File: src/rtl/fifo_read_packer.sv
// rtl/fifo_read_packer.sv - paced FIFO read controller packing bytes MSB-first into words
// Optional FIFO_PACKER_SLIDE_EN: sliding-window words from the last WORD_BYTES bytes.
module fifo_read_packer #(
    parameter int WORD_BYTES  = 2,
    parameter int PACE_CYCLES = 200000,
    parameter int PACE_W      = 27,
    parameter int USEDW_W     = 11,
    parameter int MIN_LEVEL   = 1
) (
    input  logic                              clk,
    input  logic                              reset,
    input  logic [USEDW_W-1:0]                usedw,
    output logic                              read_ena,
    input  logic [7:0]                        fifo_rd_dat,
    output logic [8*WORD_BYTES-1:0]           out_data,
    output logic                              out_valid,
    input  logic                              out_ready,
    output logic [$clog2(WORD_BYTES+1)-1:0]   fill_count
);

    localparam int FILL_W = $clog2(WORD_BYTES + 1);
    localparam logic [PACE_W-1:0]  PACE_LAST = PACE_W'(PACE_CYCLES - 1);
    localparam logic [USEDW_W-1:0] LEVEL_MIN = USEDW_W'(MIN_LEVEL);
    localparam logic [FILL_W-1:0]  FILL_FULL = FILL_W'(WORD_BYTES);

    logic [PACE_W-1:0]         pace_cnt;
    logic                      pending;
    logic [8*WORD_BYTES-1:0]   shift_word;
    logic [8*WORD_BYTES+7:0]   shift_ext;
    logic [8*WORD_BYTES-1:0]   shifted;
    logic [FILL_W-1:0]         fill_inc;
    logic                      stalled;
    logic                      issue;
    logic                      complete;

    always_comb begin
        stalled   = out_valid && !out_ready;
        // Gated by reset so no strobe escapes while the registers are being cleared.
        issue     = !reset && (pace_cnt == PACE_LAST) && (usedw >= LEVEL_MIN)
                    && !pending && !stalled;
        // Widening first keeps the shift legal even when WORD_BYTES is 1.
        shift_ext = {shift_word, fifo_rd_dat};
        shifted   = shift_ext[8*WORD_BYTES-1:0];
        fill_inc  = fill_count + FILL_W'(1);
`ifdef FIFO_PACKER_SLIDE_EN
        complete  = pending && ((fill_count == FILL_FULL) || (fill_inc == FILL_FULL));
`else
        complete  = pending && (fill_inc == FILL_FULL);
`endif
    end

    assign read_ena = issue;

    always_ff @(posedge clk) begin
        if (reset) begin
            pace_cnt   <= '0;
            pending    <= 1'b0;
            shift_word <= '0;
            fill_count <= '0;
            out_data   <= '0;
            out_valid  <= 1'b0;
        end else begin
            if (issue) begin
                pace_cnt <= '0;
            end else if (pace_cnt != PACE_LAST) begin
                pace_cnt <= pace_cnt + PACE_W'(1);
            end

            pending <= issue;

            if (pending) begin
                shift_word <= shifted;
`ifdef FIFO_PACKER_SLIDE_EN
                fill_count <= (fill_count == FILL_FULL) ? FILL_FULL : fill_inc;
`else
                fill_count <= complete ? '0 : fill_inc;
`endif
            end

            // A fresh word takes priority over acceptance of the old one.
            if (complete) begin
                out_data  <= shifted;
                out_valid <= 1'b1;
            end else if (out_valid && out_ready) begin
                out_valid <= 1'b0;
            end
        end
    end

endmodule

File: config.mk
export PLATFORM = sky130hd
export DESIGN_NAME = fifo_read_packer
export DESIGN_NICKNAME = d
export VERILOG_FILES = /design/src/rtl/fifo_read_packer.sv
export SDC_FILE = /design/constraint.sdc
export NUM_CORES = 1
export LEC_CHECK = 0
export BUFFER_PORTS_ARGS = -buffer_cell sky130_fd_sc_hd__buf_4
export CAP_MARGIN = 10
export CORE_MARGIN = 2
export CORE_UTILIZATION = 59
export DETAILED_ROUTE_END_ITERATION = 8
export GPL_TIMING_DRIVEN = 0
export PLACE_DENSITY = 0.92
export SYNTH_ARGS = -nofsm -noshare
export SYNTH_HDL_FRONTEND = slang
export SYNTH_SLANG_ARGS = --single-unit
File: constraint.sdc
create_clock -name clk -period 3.6 [get_ports clk]
set_clock_uncertainty 0.05 [all_clocks]
set_input_delay 0.18 -clock clk [delete_from_list [all_inputs] [get_ports clk]]
set_output_delay 0.18 -clock clk [all_outputs]
set_load 0.03 [all_outputs]
==> results_dict.tcl <==
set metrics [dict create \
    numCtsBuffers 5 \
    dp_hpwl_um 4216 \
    synth.area.top_cells "dfxtp_1, nand2_1, a21oi_1" \
    critPathKind "reg -> out" \
    via_count 2376 \
    syn_nets 314 \
    finalSetupViolCount 0 \
    async_flop_share_pct 0 \
    start_util_pct 61.40 \
    cts-resized-gates 0 \
    synth-xor-area-share_pct 1.783 \
    synthMuxAreaShare_pct 4.075 \
    area_delta_synth_final_pct 19.00 \
    worst-endpoint-required_ps 3370 \
    hold_viol 0 \
    grt-ovfl-total 0 \
    drt_iter0_markers 167 \
    gp_congestion 0.8840 \
    worstMarginPinSlew_ps 734.8 \
    cts_num_sinks 55 \
    arrival_ps 2340 \
    clockBufferDepth 2 \
    clk_latency_ps 320 \
    synth-simple-area-share_pct 28.94 \
    cts.hold.buffers_added 0 \
    synth_ff_type "dfxtp_1" \
    crit_path_max_fanout 6 \
    die-height_um 68.52 \
    yosysTopAreaCell "dfxtp_1" \
    rsz0062_at_grt "false" \
    relSlewSlack_pct 51.01 \
    place_inst 381 \
    clock-root-buffer "clkbuf_8" \
    ys_types 44 \
    viasPerCell 6.108 \
    crit_path_end_kind "output pin" \
    netlist_area_mm2 0.002456 \
    synth_adder_area_share_pct 1.019 \
    clk_pin_slew_ps 110 \
    hold_path.class "in -> reg" \
    synth_edf_count 0 \
    drc 0 \
    startpoint_type "flop" \
    ys_seq_elements 55 \
    drt-total-wl_um 5879 \
    p_leak_nw 1.005 \
    htree_levels 2 \
    final_cells 389 \
    synth.top_cell.area_share_pct 44.83 \
    avgSynthCellArea_um2 8.469 \
    slew_viol_final 0 \
    ant_nets 0 \
    grt_max_degree 20 \
    peakVddDrop_mv 0.2813 \
    synth_compound_area_share_pct 16.00 \
    ys_warn_count 0 \
    fmax_ghz 0.3896 \
    synth_top_family_by_area "simple AND/OR/NAND/NOR gates" \
    wl_per_cell_um 15.11 \
    powerDensity_mw_per_mm2 360.3 \
    cts_tree "yes" \
    port_buffers 41 \
    ios 42 \
    finalCritPeriodShare_pct 71.30 \
    ff2ff_path_depth 7 \
    core_area_mm2 0.004000 \
    min_period_ps 2567 \
    grt_first_pass_wirelength_um 9673 \
    synthCells 290 \
    whs_path_depth 3 \
    grt_antenna_before_repair 0 \
    status "finished clean" \
    fin_tns_setup_ps 0 \
    num_rows 23 \
    grt_pass1_vias 2163 \
    cap_violations 0 \
    grt_usage_pct 27.21 \
    diodes 0 \
    finalNetCount 362 \
    cts_setup_buffers 0 \
    die_x_um 68.52 \
    first_pass_iters 4 \
    layout-drive-gt1-share_pct 18.29 \
    synth-seq-area-share_pct 44.83 \
    die_area_mm2 0.004695 \
]
[stage by stage]
step / area [µm²] / utilization, % / setup WS [ps] / hold slack [ps] / total power, mW
2_1_floorplan: 2456 / - / 1076 / 266.0 / 0.6687
3_3_place_gp: 2826 / 70.66 / 1268 / 385.1 / 0.6985
3_5_place_dp: 2826 / 70.66 / 1247 / 390.1 / 0.7009
4_1_cts: 2923 / 73.07 / 1065 / 51.33 / 1.054
5_1_grt: 2923 / 73.07 / 874.0 / 47.86 / 1.084
6_report: 2923 / 73.07 / 1033 / 58.87 / 1.053
[flip-flops by register name (all words and copies together) (netlist names)]
signal and flops:
pace_cnt 27, fill_count 2, out_data 16, shift_word 8, pending 1, out_valid 1
[per-layer routing]
metal	vias up	GRT usage (%)	wire [µm]
li1	1163	-	-
met1	1121	33.33	2554
met2	80	46.75	2895
met3	12	5.844	323
met4	0	10.00	105
met5	-	0	0
[worst paths after layout]
check | from | slack (ps) | to
min reg2reg | out_data[14] | 410 | out_data[14]
max | pace_cnt[0] | 1030 | read_ena
max reg2reg | pace_cnt[0] | 1200 | pace_cnt[17]
min | fifo_rd_dat[0] | 60 | out_data[0]
[placed cells by master, fill, tap and decap left out, types with 8 or more instances in the layout]
master / instances
nand3_1: 10
dfxtp_1: 55
nand2_1: 46
mux2i_1: 10
nor4_1: 9
o21ai_0: 8
a21oi_1: 29
or4_1: 10
buf_4: 42
nand4_1: 8
nor2_1: 21
clkbuf_1: 9
o31ai_1: 9
[synthesized netlist by cell type, types with 3 or more instances]
library cell	count
inv_1	3
nor3_1	5
nand2_1	46
a21oi_1	29
buf_1	3
clkbuf_1	9
or3_1	5
o211ai_1	3
nand4_1	8
xor2_1	3
o21ai_0	8
nor2_1	21
or4_1	10
or2_2	3
nor4_1	9
a31oi_1	3
mux2i_1	10
and4_1	6
dfxtp_1	55
o31ai_1	9
nand3_1	10
and3_1	3
[power by group]
part / total [mW] / internal, mW / switching, mW
clock: 0.365 / 0.145 / 0.220
combinational: 0.0664 / 0.0289 / 0.0374
sequential: 0.622 / 0.615 / 0.00765
total: 1.05 / 0.788 / 0.265
[critical path, cell delays in order, from the launching register on]
cell and delay [ps]:
dfxtp_1 420, ha_1 260, nand3_2 150, or4_1 540, clkbuf_1 210, nor4_1 210, buf_4 210
[area by class of cell]
class / count / area [µm²]
Multi-Input combinational cell: 215 / 1272
Sequential cell: 55 / 1101
Fill cell: 321 / 1077
Timing Repair Buffer: 41 / 307.8
Clock buffer: 5 / 68.82
Buffer: 16 / 67.56
Tap cell: 50 / 62.56
Clock inverter: 3 / 27.53
Inverter: 4 / 15.01
[logic make-up after synthesis]
kind of cell | count (synthesis)
AOI/OAI and AO/OA | 62
xor gates and xnor gates | 5
adders and majority gates | 2
buffers and inverters | 20
DFF | 55
muxes | 10
and+or+nand+nor | 136
(Power assumes the default switching activity.)
